[src/rtl/vxe_vpu_rf_wr_arb_if.sv]
// Bus between the VPU dispatcher / FMAC writeback requesters and the thread RF write-port arbiter.
interface vxe_vpu_rf_wr_arb_if #(
    parameter int NTHR      = 8,
    parameter int THR_IDX_W = 3
);
    logic                 cmd_valid;
    logic                 cmd_ready;
    logic [1:0]           cmd_op;
    logic [THR_IDX_W-1:0] cmd_thr;
    logic [2:0]           cmd_ridx;
    logic [37:0]          cmd_data;

    logic                 wb_valid;
    logic                 wb_ready;
    logic [THR_IDX_W-1:0] wb_thr;
    logic [31:0]          wb_data;

    logic [NTHR-1:0]      rf_wr_en;
    logic [2:0]           rf_ridx;
    logic [37:0]          rf_data;
    logic                 idle;

    modport master (
        output cmd_valid, cmd_op, cmd_thr, cmd_ridx, cmd_data,
        output wb_valid, wb_thr, wb_data,
        input  cmd_ready, wb_ready, rf_wr_en, rf_ridx, rf_data, idle
    );

    modport slave (
        input  cmd_valid, cmd_op, cmd_thr, cmd_ridx, cmd_data,
        input  wb_valid, wb_thr, wb_data,
        output cmd_ready, wb_ready, rf_wr_en, rf_ridx, rf_data, idle
    );
endinterface

[src/rtl/vxe_vpu_rf_wr_arb.sv]
// Single write-port scheduler for the per-thread VPU register files: dispatcher commands,
// FMAC accumulator writebacks and a 3-cycle ACC/VL/EN clear sequence share one registered bus.
module vxe_vpu_rf_wr_arb #(
    parameter int NTHR          = 8,
    parameter int THR_IDX_W     = 3,
    parameter int MAX_WB_STREAK = 4
) (
    input logic                clk,
    input logic                nrst,
    vxe_vpu_rf_wr_arb_if.slave bus
);
    localparam logic [2:0] VPU_REG_IDX_ACC = 3'd1;
    localparam logic [2:0] VPU_REG_IDX_VL  = 3'd2;
    localparam logic [2:0] VPU_REG_IDX_EN  = 3'd3;

    localparam int              STK_W   = $clog2(MAX_WB_STREAK + 1);
    localparam logic [STK_W-1:0] STK_MAX = STK_W'(MAX_WB_STREAK);
    localparam logic [NTHR-1:0]  ALL_THR = '1;
    localparam logic [NTHR-1:0]  ONE_THR = NTHR'(1);

    typedef enum logic [1:0] {
        ST_IDLE,
        ST_CLR_ACC,
        ST_CLR_VL,
        ST_CLR_EN
    } state_e;

    typedef enum logic [1:0] {
        OP_SINGLE = 2'd0,
        OP_BCAST  = 2'd1,
        OP_CLEAR  = 2'd2,
        OP_RSVD   = 2'd3
    } op_e;

    state_e           state_q, state_d;
    logic [STK_W-1:0] streak_q, streak_d;
    logic [NTHR-1:0]  rf_wr_en_q, rf_wr_en_d;
    logic [2:0]       rf_ridx_q, rf_ridx_d;
    logic [37:0]      rf_data_q, rf_data_d;

    logic in_idle, streak_sat;
    logic cmd_rdy, wb_rdy, cmd_gnt, wb_gnt;

    always_comb begin
        in_idle    = (state_q == ST_IDLE);
        streak_sat = (streak_q == STK_MAX);
        wb_rdy     = in_idle && !(bus.cmd_valid && streak_sat);
        cmd_rdy    = in_idle && (!bus.wb_valid || streak_sat);
        wb_gnt     = bus.wb_valid && wb_rdy;
        cmd_gnt    = bus.cmd_valid && cmd_rdy;

        state_d    = state_q;
        streak_d   = streak_q;
        rf_wr_en_d = '0;
        rf_ridx_d  = rf_ridx_q;
        rf_data_d  = rf_data_q;

        if (cmd_gnt || !bus.cmd_valid) begin
            streak_d = '0;
        end else if (wb_gnt && !streak_sat) begin
            streak_d = streak_q + 1'b1;
        end

        // Outputs are registered, so each CLR_x state is entered together with its own
        // clear write and meanwhile prepares the write of the following state.
        case (state_q)
            ST_IDLE: begin
                if (wb_gnt) begin
                    rf_wr_en_d = ONE_THR << bus.wb_thr;
                    rf_ridx_d  = VPU_REG_IDX_ACC;
                    rf_data_d  = {6'b0, bus.wb_data};
                end else if (cmd_gnt) begin
                    case (op_e'(bus.cmd_op))
                        OP_SINGLE: begin
                            if (int'(bus.cmd_thr) < NTHR) begin
                                rf_wr_en_d = ONE_THR << bus.cmd_thr;
                            end
                            rf_ridx_d = bus.cmd_ridx;
                            rf_data_d = bus.cmd_data;
                        end
                        OP_BCAST: begin
                            rf_wr_en_d = ALL_THR;
                            rf_ridx_d  = bus.cmd_ridx;
                            rf_data_d  = bus.cmd_data;
                        end
                        OP_CLEAR: begin
                            rf_wr_en_d = ALL_THR;
                            rf_ridx_d  = VPU_REG_IDX_ACC;
                            rf_data_d  = '0;
                            state_d    = ST_CLR_ACC;
                        end
                        OP_RSVD: begin
                        end
                    endcase
                end
            end
            ST_CLR_ACC: begin
                rf_wr_en_d = ALL_THR;
                rf_ridx_d  = VPU_REG_IDX_VL;
                rf_data_d  = '0;
                state_d    = ST_CLR_VL;
            end
            ST_CLR_VL: begin
                rf_wr_en_d = ALL_THR;
                rf_ridx_d  = VPU_REG_IDX_EN;
                rf_data_d  = '0;
                state_d    = ST_CLR_EN;
            end
            ST_CLR_EN: begin
                state_d = ST_IDLE;
            end
            default: begin
                state_d = ST_IDLE;
            end
        endcase
    end

    always_ff @(posedge clk or negedge nrst) begin
        if (!nrst) begin
            state_q    <= ST_IDLE;
            streak_q   <= '0;
            rf_wr_en_q <= '0;
            rf_ridx_q  <= '0;
            rf_data_q  <= '0;
        end else begin
            state_q    <= state_d;
            streak_q   <= streak_d;
            rf_wr_en_q <= rf_wr_en_d;
            rf_ridx_q  <= rf_ridx_d;
            rf_data_q  <= rf_data_d;
        end
    end

    assign bus.cmd_ready = cmd_rdy;
    assign bus.wb_ready  = wb_rdy;
    assign bus.rf_wr_en  = rf_wr_en_q;
    assign bus.rf_ridx   = rf_ridx_q;
    assign bus.rf_data   = rf_data_q;
    assign bus.idle      = (state_q == ST_IDLE) && (rf_wr_en_q == '0);
endmodule
[src/flat_wrapper.sv]
// flat-port wrapper written by rule: the top's interface ports become plain ports
module vxe_vpu_rf_wr_arb_flat 
#(
    parameter int NTHR          = 8,
    parameter int THR_IDX_W     = 3,
    parameter int MAX_WB_STREAK = 4
)
  (clk, nrst, bus_cmd_valid, bus_cmd_op, bus_cmd_thr, bus_cmd_ridx, bus_cmd_data, bus_wb_valid, bus_wb_thr, bus_wb_data, bus_cmd_ready, bus_wb_ready, bus_rf_wr_en, bus_rf_ridx, bus_rf_data, bus_idle);
  vxe_vpu_rf_wr_arb_if #(.NTHR(NTHR), .THR_IDX_W(THR_IDX_W)) bus_i ();
  input logic clk;
  input logic nrst;
  input wire logic [$bits(bus_i.cmd_valid)-1:0] bus_cmd_valid;
  input wire logic [$bits(bus_i.cmd_op)-1:0] bus_cmd_op;
  input wire logic [$bits(bus_i.cmd_thr)-1:0] bus_cmd_thr;
  input wire logic [$bits(bus_i.cmd_ridx)-1:0] bus_cmd_ridx;
  input wire logic [$bits(bus_i.cmd_data)-1:0] bus_cmd_data;
  input wire logic [$bits(bus_i.wb_valid)-1:0] bus_wb_valid;
  input wire logic [$bits(bus_i.wb_thr)-1:0] bus_wb_thr;
  input wire logic [$bits(bus_i.wb_data)-1:0] bus_wb_data;
  output wire logic [$bits(bus_i.cmd_ready)-1:0] bus_cmd_ready;
  output wire logic [$bits(bus_i.wb_ready)-1:0] bus_wb_ready;
  output wire logic [$bits(bus_i.rf_wr_en)-1:0] bus_rf_wr_en;
  output wire logic [$bits(bus_i.rf_ridx)-1:0] bus_rf_ridx;
  output wire logic [$bits(bus_i.rf_data)-1:0] bus_rf_data;
  output wire logic [$bits(bus_i.idle)-1:0] bus_idle;
  assign bus_i.cmd_valid = bus_cmd_valid;
  assign bus_i.cmd_op = bus_cmd_op;
  assign bus_i.cmd_thr = bus_cmd_thr;
  assign bus_i.cmd_ridx = bus_cmd_ridx;
  assign bus_i.cmd_data = bus_cmd_data;
  assign bus_i.wb_valid = bus_wb_valid;
  assign bus_i.wb_thr = bus_wb_thr;
  assign bus_i.wb_data = bus_wb_data;
  assign bus_cmd_ready = bus_i.cmd_ready;
  assign bus_wb_ready = bus_i.wb_ready;
  assign bus_rf_wr_en = bus_i.rf_wr_en;
  assign bus_rf_ridx = bus_i.rf_ridx;
  assign bus_rf_data = bus_i.rf_data;
  assign bus_idle = bus_i.idle;
  vxe_vpu_rf_wr_arb #(.NTHR(NTHR), .THR_IDX_W(THR_IDX_W), .MAX_WB_STREAK(MAX_WB_STREAK)) u_core (.clk(clk), .nrst(nrst), .bus(bus_i));
endmodule
[config.mk]
export PLATFORM = sky130hd
export DESIGN_NAME = vxe_vpu_rf_wr_arb_flat
export DESIGN_NICKNAME = d
export VERILOG_FILES = /design/src/rtl/vxe_vpu_rf_wr_arb_if.sv /design/src/rtl/vxe_vpu_rf_wr_arb.sv /design/src/flat_wrapper.sv
export SDC_FILE = /design/constraint.sdc
export NUM_CORES = 1
export LEC_CHECK = 0
export ABC_AREA = 1
export CAP_MARGIN = 30
export CELL_PAD_IN_SITES_DETAIL_PLACEMENT = 1
export CELL_PAD_IN_SITES_GLOBAL_PLACEMENT = 1
export CORE_MARGIN = 2
export CORE_UTILIZATION = 30
export DETAILED_ROUTE_END_ITERATION = 10
export GPL_TIMING_DRIVEN = 0
export PLACE_DENSITY = 0.9
export REMOVE_ABC_BUFFERS = 1
export SLEW_MARGIN = 10
export SYNTH_ARGS = -nofsm -noshare
export SYNTH_HDL_FRONTEND = slang
export SYNTH_SLANG_ARGS = --single-unit
export TNS_END_PERCENT = 30
[constraint.sdc]
create_clock -name clk -period 2.4 [get_ports clk]
set_clock_uncertainty 0.05 [all_clocks]
set_input_delay 0.48 -clock clk [delete_from_list [all_inputs] [get_ports clk]]
set_output_delay 0.48 -clock clk [all_outputs]
set_load 0.03 [all_outputs]
==> results.txt, run 1 <==
The die covers 13,000 µm². Post-detailed-placement cell area: 5090 µm². Along the worst path, the maximum fanout reaches 35. The synthesized design spends more area on one cell type than any other, namely dfrtp_1.

For this block, the initial DRC count from the detailed router was 257. The final number of hold-violating endpoints is 0. With fillers left out, the area of the finished cells amounts to 5370 µm². Relative to the synthesized area, the layout overhead comes to 48.2%. The tools report the global-route wire length before repair as 21.8 mm. The logs give 0 for the initial antenna violation count and -0.797 ns for the pre-CTS setup slack. Clock tree synthesis selected as its root buffer the cell clkbuf_16. The half-perimeter wire length after placement was 9.06 mm; the worst path required time was 1.87 ns. The worst setup path is captured at a primary output. Combined buffer and inverter count along the critical path: 3. The number of vias per cell is 4.80. The complex-gate fraction of the synthesized area is 0.0384.

The share of synthesized area occupied by flip-flops and latches was 0.373; the cell area after synthesis was 3620 µm². The run gives 0 as the max-slew violation total from the final report. The number of sinks on the clock net was 54. STA classifies the critical path startpoint as a primary input. After detailed routing, the number of remaining DRC violations is 0. At the pin with the least slew margin, the transition time is 0.816 ns. After synthesis, the most frequently instantiated cells are nand2_1 (227), inv_1 (92), nor2_1 (67), dfrtp_1 (54), nand4_1 (32). Summed over all failing endpoints, the final setup total negative slack is 0 ns. The final period utilization is 0.963.

The insertion delay of the later-clocked pin in the worst-skew pair came out at 0.29 ns. The congestion estimate from routability-driven global placement came to 0.811. Summing over every cut layer, the via total after detailed routing is 4,033. The proportion of synthesized area in mux cells was 0; the proportion of register bits with asynchronous set or reset after synthesis was 1.00.

Cell family with the largest share of critical-path delay: buffers and inverters. Counting the buffers created by CTS gives 5. TritonCTS built the clock tree.

After detailed routing, the average wire length per cell comes to 16.0 µm. The flow ran to the end, and the final reports show no timing, DRC or antenna violations. The leading cell type by number of instances after synthesis was nand2_1. The headroom to the max-slew limit is 0.456. The kind of critical path is primary input to primary output.

The run gives 0 as the final global-route overflow total. For the count of endpoints failing setup in the final report, the log shows 0. Ranked by total cell area, the synthesized netlist is headed by dfrtp_1 (37%), nand2_1 (24%), inv_1 (9.5%). The starting utilization of the core area was 0.304. The number of routed nets with antenna violations was 0; the vertical extent of the die was 114 µm.

The xor and xnor fraction of the mapped netlist area is 0. Buffers inserted to repair hold after CTS numbered 0. The type of the worst min-delay path is primary input to async pin. For this design the static power due to leakage is 2.90 nW. The clock slew at the register clock pins of the worst setup and hold paths came out at 0.07 ns.

The first detailed-routing pass ran for 4 iterations. After synthesis, the largest family of logic cells by area is simple AND/OR/NAND/NOR gates. The initialized floorplan defines 40 standard-cell rows. The tools report the all-layer global routing usage as 0.211. The H-tree was split into 2 levels. In this run the count of I/O pins placed on the die edge is 137.

The number of warnings reported in the yosys synthesis log is 0, and the number of global-route vias before repair is 4,323. The maximum vdd drop was 0.448 mV; the final period demand of the worst path was 2.31 ns. A synthesized cell averages 6.34 µm².

The gate count after technology mapping came out at 571. In the final design database the tool counted 787 nets. In this design, the stage delay of the slowest critical-path cell is 0.62 ns. The most used flip-flop cell after synthesis is dfrtp_1. STA puts the critical path data arrival time at 1.78 ns.

Buffers placed on the I/O ports in this run total 136. The post-synthesis adder-cell area fraction was 0.0277. Among all stages on the critical path, the largest delay is contributed by buf_2. The tools report the final hold slack as 0.210 ns. The utilization of the core after routing is 0.450, and the power per cell area is 1240 nW/µm².

In this run the deepest clock path goes through 2 buffers. The tool flagged a number of max-cap violations equal to 0. From left edge to right edge, the die measures 114 µm. The maximum number of pins on one net before global-route repair came out at 55.

The fraction of the mapped netlist area in simple logic gates was 0.413. The total area inside the core boundary comes to 11,900 µm². The fraction of post-synthesis cell area in the top cell type by area is 0.373.

The critical path goes through buf_2 > nand2_2 > inv_1 > nor2_1 > clkdlybuf4s15_2. The number of storage elements in the synthesis netlist is 54. Setup repair after global routing could not meet its margin everywhere. Maximum clock frequency: 433 MHz. The share of layout cells above drive strength 1 is 0.0504, and the count of different cell masters after synthesis is 25. The final layout contains routed wiring with a total length of 13.4 mm. Setup slack on the critical path of the routed design comes to 0.0892 ns. The repair_antennas step left the layout with diodes totalling 0. The number of enable-type register cells in the synthesized netlist came out at 0.
## registers in the layout, indices dropped and copies added, names as in the netlist
| name | cells |
|---|---|
| u_core.bus.rf_data | 38 |
| u_core.bus.rf_wr_en | 8 |
| u_core.bus.rf_ridx | 3 |
| u_core.streak_q | 3 |
| u_core.state_q | 2 |
## power breakdown
group	total, W	internal [W]	switching, W
Sequential	0.00150	0.00128	0.000214
Clock	0.000714	0.000384	0.000330
Combinational	0.00442	0.00167	0.00276
Total	0.00664	0.00333	0.00330
## cell type report
class,count,area [µm²]
Clock buffer,7,133
Fill cell,1530,6550
Inverter,93,357
Multi-Input combinational cell,392,1810
Sequential cell,54,1350
Tap cell,147,184
Timing Repair Buffer,148,1530
## kinds of logic after synthesis
group                    after synthesis
AND/OR/NAND/NOR                      356
adder cells (fa/ha/maj)                8
flip-flops                            54
AO/OA/AOI/OAI                         26
buffers and inverters                127
## through the flow
| step | total power [W] | instances |
|---|---|---|
| finish | 0.00664 | 841 |
| floorplan | 0.00392 | 537 |
| detailed placement | 0.00571 | 824 |
| global placement | 0.00533 | 820 |
| global route | 0.00719 | 841 |
| CTS | 0.00657 | 836 |
## worst register-to-register path: stages (launching register included)
cell and delay, ns:
dfrtp_1 0.39, inv_1 0.13, ha_4 0.21, nand2_1 0.08
nand2_2 0.13, nand4_4 0.23, a21oi_4 0.46, buf_16 0.21
nand2_1 0.07, nand2_1 0.06
## final timing paths
path | from | end | slack [ns] | cells past startpoint
max in group asynchronous | nrst | u_core.bus.rf_data[6] | 1.62 | 1
setup reg to reg | u_core.streak_q[0] | u_core.bus.rf_data[0] | 0.31 | 9
setup / recovery | bus_wb_valid | bus_cmd_ready | 0.09 | 5
hold reg to reg | u_core.bus.rf_data[30] | u_core.bus.rf_data[30] | 0.43 | 2
hold / removal | nrst | u_core.bus.rf_data[25] | 0.21 | 1
min in group clk | u_core.bus.rf_data[30] | u_core.bus.rf_data[30] | 0.43 | 2
## cell usage in the layout, fill, tap and decap left out, types with 2 or more instances in the layout
cell	instances
dfrtp_1	54
nand4_1	32
a21oi_2	2
nand3_4	2
nand3_1	20
clkdlybuf4s50_1	130
nor2_1	67
ha_4	2
buf_16	4
inv_1	91
ha_1	6
a21oi_1	11
nor3_1	2
clkinvlp_4	2
nand2_1	226
nand2_2	2
clkbuf_1	2
clkbuf_16	5
clkdlybuf4s15_2	2
buf_4	8
dlygate4sd2_1	2
o21ai_0	12
## repair_timing
| action | CTS | global route |
|---|---|---|
| gates resized for setup | 11 | 5 |
| pin swaps | 2 | 2 |
| gates cloned | 1 | 1 |
| endpoints found under the setup margin | 52 | 36 |
| hold endpoints to repair | 0 | 0 |
| buffers inserted | 4 | 4 |
## metal layers
| layer | global-route usage | vias up | share of wire |
|---|---|---|---|
| met1 | 0.257 | 1947 | 0.43 |
| met4 | 0.0520 | 0 | 0.0097 |
| li1 | - | 1971 | - |
| met3 | 0.0287 | 11 | 0.039 |
| met5 | 0 | - | 0 |
| met2 | 0.392 | 104 | 0.52 |
No activity file was read; power rests on OpenSTA's default activity.
==> inputs of run 2 (changes only) <==
- CAP_MARGIN: 30 -> 5
- PLACE_DENSITY: 0.9 -> 0.85
==> run 2 against run 1 <==
Utilization decreased by 1.0 points. Non-clock buffer count shrank 7. Design area decreased by 2.2%. Via count down 1.2%. Global-route usage shrank 0.58 points. Die area did not move. Critical endpoint is now bus_idle. Maximum frequency decreased by 3.3%. Total power is 3.3% lower. Flip-flop and latch count is the same.
==> results.txt, run 2 (same netlist as run 1, synthesis figures left out) <==
Headroom to the max-slew limit: 0.430. For the arrival time reported for the critical path endpoint, the log shows 1.86 ns. All-layer global routing usage: 0.205.

The tools report the sequential share of power as 0.233. The final number of hold-violating endpoints was 0. The area of the placeable core was 11,900 µm²; the vias after detailed routing was 3,986. After the last flow step, the layout net total stands at 780. The tools report the post-detailed-placement cell area as 5010 µm². For this run, design rule violations remaining after detail routing come to 0. Data on the critical path is required at its endpoint by 1.87 ns. The logs give 0.00321 W for the design internal power and 0.00321 W for the switching power total. The kind of critical path is flip-flop to primary output.

At the later pin of the worst-skew pair, clock insertion delay measures 0.29 ns. Row generation in the floorplan step produced 40 rows. Counting I/O delays and the setup requirement, the final critical path takes 2.39 ns. For the total of hold buffers inserted after clock tree synthesis, the log shows 0. The relative contribution of combinational cells to total power was 0.655; the starting utilization of the core area was 0.304. After detailed routing, the average wire length per cell comes to 15.9 µm.

The share of total power in the clock network is 0.112. The run gives 0 as the max-slew violation total from the final report. For this block, the routed nets add up to 13.3 mm of wire. The initial antenna violation count is 0. Capturing point of the worst reg2reg path: u_core.bus.rf_wr_en[6]. Leaving out fill and tap cells, the most frequent cell in the layout is nand2_1. In this run the power density over the cells is 1220 nW/µm². The last weighted congestion value of the routability-driven placer came out at 0.796. The number of global-route vias before repair is 4,328.

In this run the worst setup path begins at u_core.state_q[0]. For this run, the detailed router's first-pass iteration total came to 4. The top cell types in the final layout, fill and taps aside, are nand2_1 (226), clkdlybuf4s50_1 (130), inv_1 (91). Setup slack on the worst reg-to-reg path comes out at 0.10 ns. The flip-flop count of the largest register, all copies and words added works out to 38. For the pin with the worst max-slew slack, the measured transition is 0.855 ns.

The count of cells in the finished layout, fillers not included, comes to 833. Detailed placement ended at an HPWL of 8.48 mm. The completed layout was analyzed and its total power is 0.00641 W. The number of routed nets with antenna violations came out at 0. For this run, the top clock speed supported by timing is 418 MHz. The flow ran to the end, and the final reports show no timing, DRC or antenna violations. The type of the worst min-delay path is primary input to async pin. The tools report the global-route wire length before repair as 21.1 mm. Measured along the y axis, the die boundary spans 114 µm. Setup violations remaining at the end of the flow were counted as 0. Summed over all cells, the static leakage comes to 2.85 nW. After clock tree synthesis, the clock-pin slew on the worst setup and hold paths is 0.06 ns. The maximum vdd drop was 0.626 mV; the diode insertion count for antenna repair was 0. Entering global routing, the biggest net connects 55 pins.

The H-tree generated during clock tree synthesis spans 2 levels. STA classifies the critical path endpoint as a primary output. TritonCTS built the clock tree.

The area of the die was 13,000 µm². The highest net fanout along the worst path works out to 11. Counting cells, the worst reg-to-reg path comes to 8. The number of clock buffers added by TritonCTS is 5. The share of layout cells above drive strength 1 is 0.0437.

Number of sinks on the clock net: 54. The floorplan step set the die width to 114 µm. After filler insertion, the fill cell instance count of the layout stands at 1,539. After detailed routing, the number of vias per cell comes to 4.79. The finished layout cell area is 5250 µm², and the synthesis-to-layout area growth is 44.9%.

Input and output buffers added on the ports amount to 136. Setup repair after global routing could not meet its margin everywhere. The root buffer cell chosen for the clock tree is clkbuf_16. The clock passes through at most 2 buffers.

Pin placement for this block handled 137 I/O pins. Startpoint kind of the worst setup timing path: a flip-flop. For the final global-route overflow total, the log shows 0. For this block, the initial DRC count from the detailed router was 170. The critical path ends at bus_idle. The proportion of total power due to net switching came out at 0.500. The final period utilization is 0.996, and the number of max-cap violations is 0.

The startpoint identified for the worst register-to-register timing path is u_core.streak_q[0]. For the placed instance count, the log shows 821.
-- run 2: final cells by class --
cell class                 count  area [µm²]  share of cell area
timing repair inverter         1        7.51             0.00143
timing repair buffer         141        1430               0.272
sequential                    54        1350               0.258
inverter                      93         354              0.0675
clock buffer                   6         139              0.0265
multi-input combinational    391        1780               0.340
tap                          147         184              0.0351
-- run 2: per-stage QoR --
step | setup TNS [ns] | setup WS [ns] | utilization | hold WS (ns)
after floorplan | -13.15 | -0.317 | - | 0.134
after global placement | -147.58 | -1.94 | 0.418 | 0.413
after detailed placement | -43.45 | -1.05 | 0.421 | 0.415
after CTS | -0.0198 | -0.0198 | 0.438 | 0.231
after global routing | -1.12 | -0.136 | 0.440 | 0.249
final | 0 | 0.00963 | 0.440 | 0.195
-- run 2: what timing repair did --
action	CTS	global route
pin swaps	2	1
resized for setup	12	7
setup buffers	3	1
endpoints found under the setup margin	53	48
gates cloned	1	1
-- run 2: power groups by stage --
stage                     clock network, W  logic, W  registers, W
final                             0.000720   0.00420       0.00149
after global routing              0.000777   0.00465       0.00153
after CTS                         0.000747   0.00420       0.00149
after detailed placement                 0   0.00408       0.00150
after global placement                   0   0.00384       0.00149
after floorplan                          0   0.00183       0.00209
-- run 2: worst min path at each step --
stage / slack, ns / end / startpoint / cells after the start
after global placement: 0.41 / u_core.bus.rf_data[10] / u_core.bus.rf_data[10] / 2
final: 0.20 / u_core.bus.rf_data[8] / nrst / 1
after detailed placement: 0.41 / u_core.bus.rf_data[34] / u_core.bus.rf_data[34] / 2
after global routing: 0.25 / u_core.bus.rf_data[8] / nrst / 1
after floorplan: 0.13 / u_core.bus.rf_data[0] / nrst / 0
after CTS: 0.23 / u_core.bus.rf_data[8] / nrst / 1
-- run 2: worst max-delay path, stage by stage (launching register included) --
cell and delay (ns):
dfrtp_1 0.39, inv_1 0.14, ha_4 0.29, inv_1 0.18
nor2_1 0.12, and3_1 0.16, clkdlybuf4s15_2 0.29
-- run 2: routing by layer --
layer / wire length (µm) / track usage
met1: 5740 / 0.244
met2: 6620 / 0.374
met3: 673 / 0.0430
met4: 237 / 0.0585
met5: 0 / 0
